### src/rtl/eight_mux_pkg.sv
// Shared constants and types for the eight_mux datapath selector.
// No logic, so no latency.
// No handshake, so no backpressure.
package eight_mux_pkg;

   localparam int NUM_INPUTS = 8;
   localparam int SEL_W      = 3;

   typedef logic [SEL_W-1:0] sel_t;

endpackage : eight_mux_pkg

### src/rtl/eight_mux_if.sv
// Groups the request side (valid, eight data words, select) and the result side of eight_mux.
// Latency is set by the modules that use it.
// No backpressure: there is no ready signal, and the consumer must take every result.
interface eight_mux_if
   import eight_mux_pkg::*;
#(
   parameter int WIDTH = 32
);

   logic             in_valid;
   logic [WIDTH-1:0] a;
   logic [WIDTH-1:0] b;
   logic [WIDTH-1:0] c;
   logic [WIDTH-1:0] d;
   logic [WIDTH-1:0] e;
   logic [WIDTH-1:0] f;
   logic [WIDTH-1:0] g;
   logic [WIDTH-1:0] h;
   sel_t             select;
   logic [WIDTH-1:0] out;
   logic             out_valid;

   // The requester drives the data and select, and receives the registered result.
   modport master (
      output in_valid, a, b, c, d, e, f, g, h, select,
      input  out, out_valid
   );

   // The selector receives the data and select, and drives the registered result.
   modport slave (
      input  in_valid, a, b, c, d, e, f, g, h, select,
      output out, out_valid
   );

endinterface : eight_mux_if

### src/rtl/eight_mux_mux2.sv
// 2:1 word selector. This is the leaf cell of the eight_mux tree.
// Purely combinational, so it adds no cycles.
// No backpressure.
module mux2 #(
   parameter int WIDTH = 32
) (
   input  logic [WIDTH-1:0] d0,
   input  logic [WIDTH-1:0] d1,
   input  logic             s,
   output logic [WIDTH-1:0] y
);

   // Pass d1 when s is set; otherwise pass d0.
   always_comb begin
      y = s ? d1 : d0;
   end

endmodule : mux2

### src/rtl/eight_mux.sv
// Registered 8:1 word selector: out takes input[select] on each accepted in_valid.
// Latency is 1 cycle from the sampling edge to out and out_valid.
// No backpressure: a new result is produced every cycle that in_valid is high.
module eight_mux
   import eight_mux_pkg::*;
#(
   parameter int WIDTH = 32
) (
   input  logic      clk,
   input  logic      rst,
   eight_mux_if.slave bus
);

   sel_t             sel;
   logic [WIDTH-1:0] l1_ab;
   logic [WIDTH-1:0] l1_cd;
   logic [WIDTH-1:0] l1_ef;
   logic [WIDTH-1:0] l1_gh;
   logic [WIDTH-1:0] l2_ad;
   logic [WIDTH-1:0] l2_eh;
   logic [WIDTH-1:0] sel_word;
   logic [WIDTH-1:0] out_q;
   logic             out_valid_q;

   assign sel = bus.select;

   // Level 1, steered by select[0]: picks within each adjacent pair.
   mux2 #(.WIDTH(WIDTH)) u_l1_ab (.d0(bus.a), .d1(bus.b), .s(sel[0]), .y(l1_ab));
   mux2 #(.WIDTH(WIDTH)) u_l1_cd (.d0(bus.c), .d1(bus.d), .s(sel[0]), .y(l1_cd));
   mux2 #(.WIDTH(WIDTH)) u_l1_ef (.d0(bus.e), .d1(bus.f), .s(sel[0]), .y(l1_ef));
   mux2 #(.WIDTH(WIDTH)) u_l1_gh (.d0(bus.g), .d1(bus.h), .s(sel[0]), .y(l1_gh));

   // Level 2, steered by select[1]: picks within each half.
   mux2 #(.WIDTH(WIDTH)) u_l2_ad (.d0(l1_ab), .d1(l1_cd), .s(sel[1]), .y(l2_ad));
   mux2 #(.WIDTH(WIDTH)) u_l2_eh (.d0(l1_ef), .d1(l1_gh), .s(sel[1]), .y(l2_eh));

   // Level 3, steered by select[2]: picks between the two halves.
   mux2 #(.WIDTH(WIDTH)) u_l3    (.d0(l2_ad), .d1(l2_eh), .s(sel[2]), .y(sel_word));

   // Capture the selected word on accept and hold it while idle; out_valid pulses once per accept.
   always_ff @(posedge clk) begin
      if (rst) begin
         out_q       <= '0;
         out_valid_q <= 1'b0;
      end else begin
         out_valid_q <= bus.in_valid;
         if (bus.in_valid) begin
            out_q <= sel_word;
         end
      end
   end

   assign bus.out       = out_q;
   assign bus.out_valid = out_valid_q;

endmodule : eight_mux

### src/flat_wrapper.sv
// flat-port wrapper written by rule: the top's interface ports become plain ports
module eight_mux_flat import eight_mux_pkg::*;
#(
   parameter int WIDTH = 32
)
  (clk, rst, bus_in_valid, bus_a, bus_b, bus_c, bus_d, bus_e, bus_f, bus_g, bus_h, bus_select, bus_out, bus_out_valid);
  eight_mux_if #(.WIDTH(WIDTH)) bus_i ();
  input  logic clk;
  input  logic rst;
  input wire logic [$bits(bus_i.in_valid)-1:0] bus_in_valid;
  input wire logic [$bits(bus_i.a)-1:0] bus_a;
  input wire logic [$bits(bus_i.b)-1:0] bus_b;
  input wire logic [$bits(bus_i.c)-1:0] bus_c;
  input wire logic [$bits(bus_i.d)-1:0] bus_d;
  input wire logic [$bits(bus_i.e)-1:0] bus_e;
  input wire logic [$bits(bus_i.f)-1:0] bus_f;
  input wire logic [$bits(bus_i.g)-1:0] bus_g;
  input wire logic [$bits(bus_i.h)-1:0] bus_h;
  input wire logic [$bits(bus_i.select)-1:0] bus_select;
  output wire logic [$bits(bus_i.out)-1:0] bus_out;
  output wire logic [$bits(bus_i.out_valid)-1:0] bus_out_valid;
  assign bus_i.in_valid = bus_in_valid;
  assign bus_i.a = bus_a;
  assign bus_i.b = bus_b;
  assign bus_i.c = bus_c;
  assign bus_i.d = bus_d;
  assign bus_i.e = bus_e;
  assign bus_i.f = bus_f;
  assign bus_i.g = bus_g;
  assign bus_i.h = bus_h;
  assign bus_i.select = bus_select;
  assign bus_out = bus_i.out;
  assign bus_out_valid = bus_i.out_valid;
  eight_mux #(.WIDTH(WIDTH)) u_core (.clk(clk), .rst(rst), .bus(bus_i));
endmodule
### config.mk
export PLATFORM = sky130hd
export DESIGN_NAME = eight_mux_flat
export DESIGN_NICKNAME = d
export VERILOG_FILES = /design/src/rtl/eight_mux_pkg.sv /design/src/rtl/eight_mux_if.sv /design/src/rtl/eight_mux_mux2.sv /design/src/rtl/eight_mux.sv /design/src/flat_wrapper.sv
export SDC_FILE = /design/constraint.sdc
export NUM_CORES = 1
export LEC_CHECK = 0
export CAP_MARGIN = 0
export CORE_AREA = 2 2 116 118
export CTS_CLUSTER_SIZE = 10
export DETAILED_ROUTE_END_ITERATION = 8
export DIE_AREA = 0 0 118 120
export PLACE_DENSITY = 0.71
export SLEW_MARGIN = 20
export SYNTH_ARGS = -nofsm -noshare
export SYNTH_HDL_FRONTEND = slang
export SYNTH_SLANG_ARGS = --single-unit
### constraint.sdc
create_clock -name clk -period 2 [get_ports clk]
set_clock_uncertainty 0.05 [all_clocks]
set_input_delay 0.4 -clock clk [delete_from_list [all_inputs] [get_ports clk]]
set_output_delay 0.4 -clock clk [all_outputs]
set_load 0.02 [all_outputs]
**Word level (Yosys, flattened, before mapping)**

Cells that the tools add are included.

- $add $sub $neg: 0
- $mul: 0
- Div/mod/pow operators: 0
- Order comparisons: 0
- Equal/unequal tests: 0
- Shift-type cells: 0
- Muxes and demuxes: 7
- Bitwise gates (word level): 0
- Reductions and logical operators: 0

Operators with widths:

| cell | count |
|---|---|
| $mux W32 | 7 |

- Flip-flop bits (word level): 33
- Latch bits: 0
- Memory bits (writable): 0
- Memory bits (read-only): 0
- Input port bits: 262
- Logic and storage cells: 9
- Memories: 0

**Depth between registers and ports, before layout**

Gate-level depths: netlist (run 1).

- Depth after elaboration: 3
- Mapped depth: 7
- Depth with buffers taken out: 4

**Hierarchy**

From an unflattened synthesis (run 1), not the netlist that was laid out.

- Cell total of the unflattened synthesis: 358
- Area total of the unflattened synthesis: 5012.3 um2

By module, submodules not included:

| module | instances | cells each | area each (um2) | seq. area each (um2) |
|---|---|---|---|---|
| mux2 | 7 | 36 | 544.3 | 0.0 |
| eight_mux | 1 | 106 | 1202.4 | 660.6 |

**Worst setup path before layout (run 1)**

OpenSTA, ideal clock, no wires.

- Kind: input -> register
- Start: input port bus_select[0]
- End: register u_core.out_q[0] (netlist: u_core.bus.out[0])
- Setup time: 0.086 ns
- Data arrival time: 1.450 ns
- Slack: 0.415 ns
- Stages on the path: 6
- Path buffers: 3
- Cells stage by stage: buf_6 buf_8 buf_12 mux2i_1 a221o_1 a211oi_1

- Word-level cells in the longest chain between the ends: 3
- Elaborated cells on any way between the ends: 7

RTL lines:

| item | RTL line | RTL |
|---|---|---|
| from (decl) | flat_wrapper.sv:19 | `input wire logic [$bits(bus_i.select)-1:0] bus_select;` |
| $mux W32 (2 in a row) | eight_mux_mux2.sv:15 | `y = s ? d1 : d0;` |
| $mux W32 (*) | eight_mux_mux2.sv:15 |  |
| to (signal assigned) | eight_mux.sv:48 | `out_q <= sel_word;` |
| to (decl) | eight_mux.sv:22 | `logic [WIDTH-1:0] out_q;` |

Mark *: on every way between the ends. The rest lies on a longest branch, timed or not.
A chain may end at the register's enable or synchronous reset.

**Worst setup path in the final report (run 1)**

- Start: register u_core.out_q[5] (netlist: u_core.bus.out[5])
- End: output port bus_out[5]

RTL lines:

| item | RTL line | RTL |
|---|---|---|
| to (decl) | flat_wrapper.sv:20 | `output wire logic [$bits(bus_i.out)-1:0] bus_out;` |

No word-level cell between the ends.

==> results of run 1 <==
-- per-stage QoR --
stage | TNS, ns | hold slack, ns | area, sq um | setup WS (ns) | total power [uW]
2_1_floorplan | 0 | 0.507 | 3220 | 0.415 | 1310
3_3_place_gp | -2.82 | 0.423 | 6340 | -0.136 | 2020
3_5_place_dp | -5.38 | 0.427 | 6340 | -0.218 | 2040
4_1_cts | 0 | 0.435 | 6480 | 0.0624 | 2800
5_1_grt | 0 | 0.457 | 6500 | 0.241 | 2910
6_report | 0 | 0.433 | 6500 | 0.291 | 2760
-- how the worst max path moves through the flow --
| stage | startpoint | to | cells past startpoint |
|---|---|---|---|
| 2_1_floorplan | bus_select[0] | u_core.bus.out[0] | 6 |
| 4_1_cts | bus_select[2] | u_core.bus.out[11] | 5 |
| 3_3_place_gp | bus_select[2] | u_core.bus.out[15] | 5 |
| 3_5_place_dp | bus_select[2] | u_core.bus.out[11] | 5 |
| 6_report | u_core.bus.out[5] | bus_out[5] | 1 |
| 5_1_grt | u_core.bus.out[11] | bus_out[11] | 1 |
-- routing by layer --
| layer | wire length, microns | up-vias | part of all wire [%] | track usage [%] |
|---|---|---|---|---|
| met1 | 5150 | 1770 | 38 | 19.5 |
| li1 | - | 1893 | - | - |
| met4 | 272 | 0 | 2.0 | 5.20 |
| met2 | 7080 | 197 | 52 | 34.0 |
| met3 | 1150 | 20 | 8.4 | 5.18 |
| met5 | 0 | - | 0 | 0 |
-- kinds of logic after synthesis --
logic type	after synthesis	synth area share (%)
mux	128	42.3
buf+inv	38	9.05
simple gates	37	4.55
compound gates	96	23.6
flops	33	20.5
-- placed cells by master (no fill, tap or decap), drive strengths merged, types with 21 or more instances in the layout --
cell type      netlist  routed
a211oi              32      32
a221o               26      26
buf                 17      21
clkdlybuf4s50        0     290
dfxtp               33      33
mux2                64      64
mux2i               64      64
nor2                33      34
o22ai               26      26
-- cell type report --
type | count | area (sq um) | share of cell area [%]
multi-input cells | 262 | 2290 | 35.2
repair buffers | 313 | 3190 | 49.1
clock inverters | 2 | 10.0 | 0.154
well taps | 176 | 220 | 3.39
flip-flops and latches | 33 | 661 | 10.2
clock buffers | 6 | 129 | 1.98
-- flip-flops by register name, indices dropped and copies added (netlist names) --
name	flops
u_core.bus.out_valid	1
u_core.bus.out	32
-- report_power, final --
group          leakage [uW]  internal [uW]  total, uW  switching, uW
clock network     0.0000706            457        735            278
logic               0.00217            831       1280            451
registers          0.000275            715        745           29.8
total               0.00252           2000       2760            759
==> impl_summary.txt, run 1 <==
----------------------------------------------------
[Status]
  Outcome ... finished clean

[Global route]
  First-pass GRT wire length ... 20,600 microns
  GRT overflow ... 0
  Largest net degree at the start of global routing ... 66
  Number of antenna violations at the first check in global routing ... 0
  Total global-route track usage ... 18.0%
  Via count of the first global-routing pass ... approximately 4.2k

[Yosys]
  Post-synthesis area per instance ... 9.70 sq um
  Post-Synthesis Net Count ... a little under 600
  FF+latch count, synth ... 33
  Cell area after synthesis ... 3220 sq um
  Synth area leaders ... dfxtp_1 21%, mux2i_1 20%, mux2_2 17%
  Post-synthesis cell type count ... 19
  Cell accounting for the most synthesized area ... dfxtp_1
  Main flop type after synthesis ... dfxtp_1
  Count of flip-flops with a built-in enable after synthesis ... 0
  Yosys warnings ... 0
  Sequential area share after synthesis ... roughly a fifth
  Most common cell in the synthesized netlist ... mux2i_1
  Asr flop ratio synth ... 0%
  Most used standard cells in the synthesized netlist ... 64 x mux2i_1, 49 x mux2_2, 33 x dfxtp_1, 33 x nor2_1, 32 x a211oi_1
  Top-area cell type share of the netlist area ... about a fifth
  Cells after Synth ... 332

[Power and ir drop]
  Leakage power ... approximately 0.0025 uW
  Peak VDD IR ... 0.216 mV
  Pwr per Cell Area ... about 430 nW/um^2

[STA]
  Slew at the pin closest to its max-slew limit ... 0.585 ns
  Achievable clock frequency ... 585 MHz
  Setup repair after global routing missed its margin ... no
  Count of final max-slew check failures ... 0
  Final number of setup-violating endpoints ... 0
  Headroom to the max-slew limit ... 60.9%
  Final critical-path share of the clock period ... 85.4%
  Final hold violation count ... 0
  Fin crit period ... 1.71 ns

[Floorplanning]
  Ports ... ~300
  Initial core utilization ... between 20% and 30%
  Horiz. Die Dim ... 118 microns
  # rows ... 42
  Floorplan die area ... 14,200 sq um
  Die outline height ... 120 microns
  Area of the placeable core ... roughly 13,000 sq um

[Clock tree]
  Number of buffers added for setup after CTS ... 0
  Clk sinks ... 33
  Clock buffer count from CTS ... 5
  CTS-repair resized insts ... 0
  CTS H-tree lvls ... 2
  Clock latency on the worst-skew pair ... 0.27 ns
  Number of buffers on the longest clock path ... 2
  Root Buffer ... clkbuf_16
  CTS tree ... built
  Number of hold buffers added after CTS ... 0
  Clock slew at reported path FFs ... 0.05 ns

[Finish]
  End-of-flow core utilization ... between 50 and 60%
  Filler cells ... 1,201
  Ratio of cells with drive above 1 in the final layout ... 13.0%
  Final Non-Filler Cells ... 792
  Syn-to-layout area delta ... 102%
  Inserted Diodes ... 0
  Total Nets Final ... 877

[Placed design]
  Half-perimeter wire length of the detailed placement result ... 10,700 microns
  Count of input and output buffers ... ~290
  Count of placed standard cells including taps ... 783
  Final weighted congestion in routability-driven placement ... roughly 0.78

[Worst setup path]
  Startpoint kind of the worst setup timing path ... register
  Count of cells along the worst register-to-register path ... 2
  Worst-path cell chain ... clkdlybuf4s50_1
  Number of buffers and inverters on the critical path ... 1
  Endpoint of the worst register-to-register path ... u_core.bus.out[21]
  Beginning of the worst register-to-register path ... u_core.bus.out[21]
  CP delay by family, top ... buffers and inverters
  Endpoint type of the worst setup path ... output port
  CP required ... 1.55 ns
  Slowest-stage cell, CP ... clkdlybuf4s50_1
  Reg2Reg Setup Slack ... 1.24 ns
  Arrival time of the worst setup path ... around 1.3 ns
  Critical path start-end classification ... reg -> out
  Maximum fanout encountered on the critical timing path ... 2
  CP peak stage delay ... 0.65 ns

[Flow run]
  Max-Cap Viols ... 0

[Min path]
  Min-delay src ... u_core.bus.out[14]
  Hold endpoint ... u_core.bus.out[14]
  Worst hold-check path type ... reg -> reg
  Min-Delay Path Depth ... 2

[Route]
  Number of remaining DRC errors ... 0
  Total Routed Length ... 13,700 microns
  Vias/cell ... between 4 and 5
  Violation count after the first detailed-routing iteration ... 114
  Total number of vias ... 3,880
  Drt wl/cell ... 17.2 microns
  DR pass1 iterations ... 5
  Number of antenna-violating nets in the routed design ... 0

----------------------------------------------------
Power figures use the tool's default switching activity.
==> inputs of run 2 (changes only) <==
--- a/config.mk
+++ b/config.mk
@@ -7,9 +7,9 @@
 export LEC_CHECK = 0
 export CAP_MARGIN = 0
 export CORE_AREA = 2 2 116 118
-export CTS_CLUSTER_SIZE = 10
 export DETAILED_ROUTE_END_ITERATION = 8
 export DIE_AREA = 0 0 118 120
+export GPL_ROUTABILITY_DRIVEN = 0
 export PLACE_DENSITY = 0.71
 export SLEW_MARGIN = 20
 export SYNTH_ARGS = -nofsm -noshare
==> results of run 2 <==
Same layout as run 1: the final DEF is identical, and so are final timing and power.
==> inputs of run 3 (changes only) <==
--- a/config.mk
+++ b/config.mk
@@ -10,6 +10,7 @@
 export DETAILED_ROUTE_END_ITERATION = 8
 export DIE_AREA = 0 0 118 120
 export GPL_ROUTABILITY_DRIVEN = 0
+export MAX_ROUTING_LAYER = met4
 export PLACE_DENSITY = 0.71
 export SLEW_MARGIN = 20
 export SYNTH_ARGS = -nofsm -noshare
==> run 3 against run 2 <==
Net effect: cell area is the same; routed wire length is essentially flat; maximum frequency is essentially flat; critical endpoint unchanged; hold slack gained 0.0016 ns; sequential cell count is the same; sequential power is essentially flat; via count shrank 0.70%; highest routed layer unchanged; cell count is the same; clock power is essentially flat; power is essentially flat; register-to-register slack is essentially flat.
==> impl_summary.txt, run 3 (synthesis gave the netlist of run 1 again) <==
----------------------------------------------------
[Route]
  DR pass1 iterations ... 4
  Drt wl/cell ... ~17 microns
  Violation count after the first detailed-routing iteration ... approximately 110
  Number of remaining DRC errors ... 0
  Total number of vias ... between 3k and 4k
  Vias/cell ... 4.86
  Number of antenna-violating nets in the routed design ... 0
  Total Routed Length ... ~14,000 microns

[Power and ir drop]
  Pwr per Cell Area ... between 400 and 500 nW/um^2
  Leakage power ... 0.00252 uW
  Net switching power ... ~760 uW
  Switch share ... 27.5%
  Overall power ... approximately 2800 uW
  Combinational power share ... a little under half
  Reg power frac ... 27.0%
  Peak VDD IR ... 0.217 mV
  Clock share of power ... a little over a quarter
  Internal cell power ... 2000 uW

[STA]
  Total negative setup slack ... 0 ns
  Final number of setup-violating endpoints ... 0
  Final hold violation count ... 0
  Count of final max-slew check failures ... 0
  Slew at the pin closest to its max-slew limit ... 0.598 ns
  Final critical-path share of the clock period ... 85.5%
  Achievable clock frequency ... 585 MHz
  Worst hold-check slack ... roughly 0.43 ns
  Setup repair after global routing missed its margin ... no
  Headroom to the max-slew limit ... approximately three fifths
  Final setup slack of the worst path ... 0.291 ns
  Fin crit period ... 1.71 ns

[Worst setup path]
  CP delay by family, top ... buffers and inverters
  Endpoint type of the worst setup path ... output port
  Arrival time of the worst setup path ... approximately 1.3 ns
  Worst-path cell chain ... clkdlybuf4s50_1
  CP required ... 1.55 ns
  Reg2Reg Setup Slack ... 1.23 ns
  CP peak stage delay ... approximately 0.65 ns
  Startpoint kind of the worst setup timing path ... register
  Slowest-stage cell, CP ... clkdlybuf4s50_1
  Critical path start-end classification ... reg -> out
  Endpoint of the worst register-to-register path ... u_core.bus.out[26]
  Maximum fanout encountered on the critical timing path ... 2
  Number of buffers and inverters on the critical path ... 1
  Beginning of the worst register-to-register path ... u_core.bus.out[26]
  Count of cells along the worst register-to-register path ... 2

[Status]
  Outcome ... finished clean

[Placed design]
  Setup WS pre-CTS ... -0.218 ns
  Total cell area at the placement stage ... 6340 sq um
  Count of input and output buffers ... 294
  Half-perimeter wire length of the detailed placement result ... 10,700 microns

[Finish]
  Ratio of cells with drive above 1 in the final layout ... approximately 13%
  Flip-flop count of the largest register, all copies and words added ... 32
  Filler cells ... 1,201
  Most used cells in the layout excluding fill and tap cells ... 290 x clkdlybuf4s50_1, 64 x mux2i_1, 49 x mux2_2
  Post-layout instance area ... 6500 sq um
  Total Nets Final ... 877
  Syn-to-layout area delta ... 102%
  Inserted Diodes ... 0
  Most common cell after layout, fill and taps aside ... clkdlybuf4s50_1

[Global route]
  M3 GR Usage ... 4.56%
  Met1 Resource Use GR ... 19.8%
  GRT overflow ... 0
  Met2 Track Usage GR ... 34.0%
  Total global-route track usage ... 18.5%
  First-pass GRT wire length ... 20,600 microns
  Number of antenna violations at the first check in global routing ... 0
  Via count of the first global-routing pass ... 4,179
  Largest net degree at the start of global routing ... 66
  GR peak layer ... met2

[Min path]
  Min-Delay Path Depth ... 2
  Hold endpoint ... u_core.bus.out[1]
  Min-delay src ... u_core.bus.out[1]
  Worst hold-check path type ... reg -> reg

[Floorplanning]
  Floorplan die area ... 14,200 sq um
  Area of the placeable core ... 13,000 sq um
  Horiz. Die Dim ... 118 microns
  Die outline height ... 120 microns
  Initial core utilization ... 24.8%
  Ports ... roughly 300
  # rows ... 42

[Clock tree]
  Clock buffer count from CTS ... 5
  CTS tree ... built
  CTS H-tree lvls ... 2
  Clock latency on the worst-skew pair ... 0.27 ns
  Root Buffer ... clkbuf_16
  Clk sinks ... 33
  Number of buffers on the longest clock path ... 2
  Clock slew at reported path FFs ... 0.05 ns

[Flow run]
  Max-Cap Viols ... 0

----------------------------------------------------
## run 3: cell counts in the layout (fill, tap and decap cells not counted)
Identical to the previous run, type by type.
## run 3: metrics by stage
step           utilization [%]  std cells
2_1_floorplan                -        332
3_5_place_dp              48.9        783
4_1_cts                   49.9        791
5_1_grt                   50.0        792
6_report                  50.0        792
3_3_place_gp              48.9        783
## run 3: area by class of cell
| type | instances | area [sq um] | area share (%) |
|---|---|---|---|
| repair buffers | 313 | 3190 | 49.1 |
| multi-input cells | 262 | 2290 | 35.2 |
| flip-flops and latches | 33 | 661 | 10.2 |
| well taps | 176 | 220 | 3.39 |
| clock buffers | 6 | 129 | 1.98 |
| clock inverters | 2 | 10.0 | 0.154 |
## run 3: metal layers
metal | up-vias | wire, microns | part of all wire [%]
li1 | 1890 | - | -
met1 | 1743 | 5170 | 38
met2 | 200 | 7120 | 52
met3 | 20 | 1100 | 8.0
met4 | 0 | 269 | 2.0
met5 | - | 0 | 0
## run 3: power groups by stage
stage	clock network (uW)	registers, uW	logic, uW
floorplan	0	825	482
global placement	0	755	1270
detailed placement	0	758	1280
CTS	769	745	1290
global route	796	751	1370
finish	736	745	1280
## run 3: what timing repair did
action,4_1_cts,5_1_grt
setup buffers,0,0
hold buffers,0,0
resized for setup,0,3
endpoints found under the hold margin,0,0
setup endpoints to repair,0,8
## run 3: how the worst max path moves through the flow
stage	to	slack (ns)	depth (start not counted)	startpoint
after floorplan	u_core.bus.out[0]	0.41	6	bus_select[0]
after global placement	u_core.bus.out[15]	-0.14	5	bus_select[2]
after detailed placement	u_core.bus.out[11]	-0.22	5	bus_select[2]
after CTS	u_core.bus.out[11]	0.06	5	bus_select[2]
after global routing	bus_out[11]	0.24	1	u_core.bus.out[11]
final	bus_out[5]	0.29	1	u_core.bus.out[5]
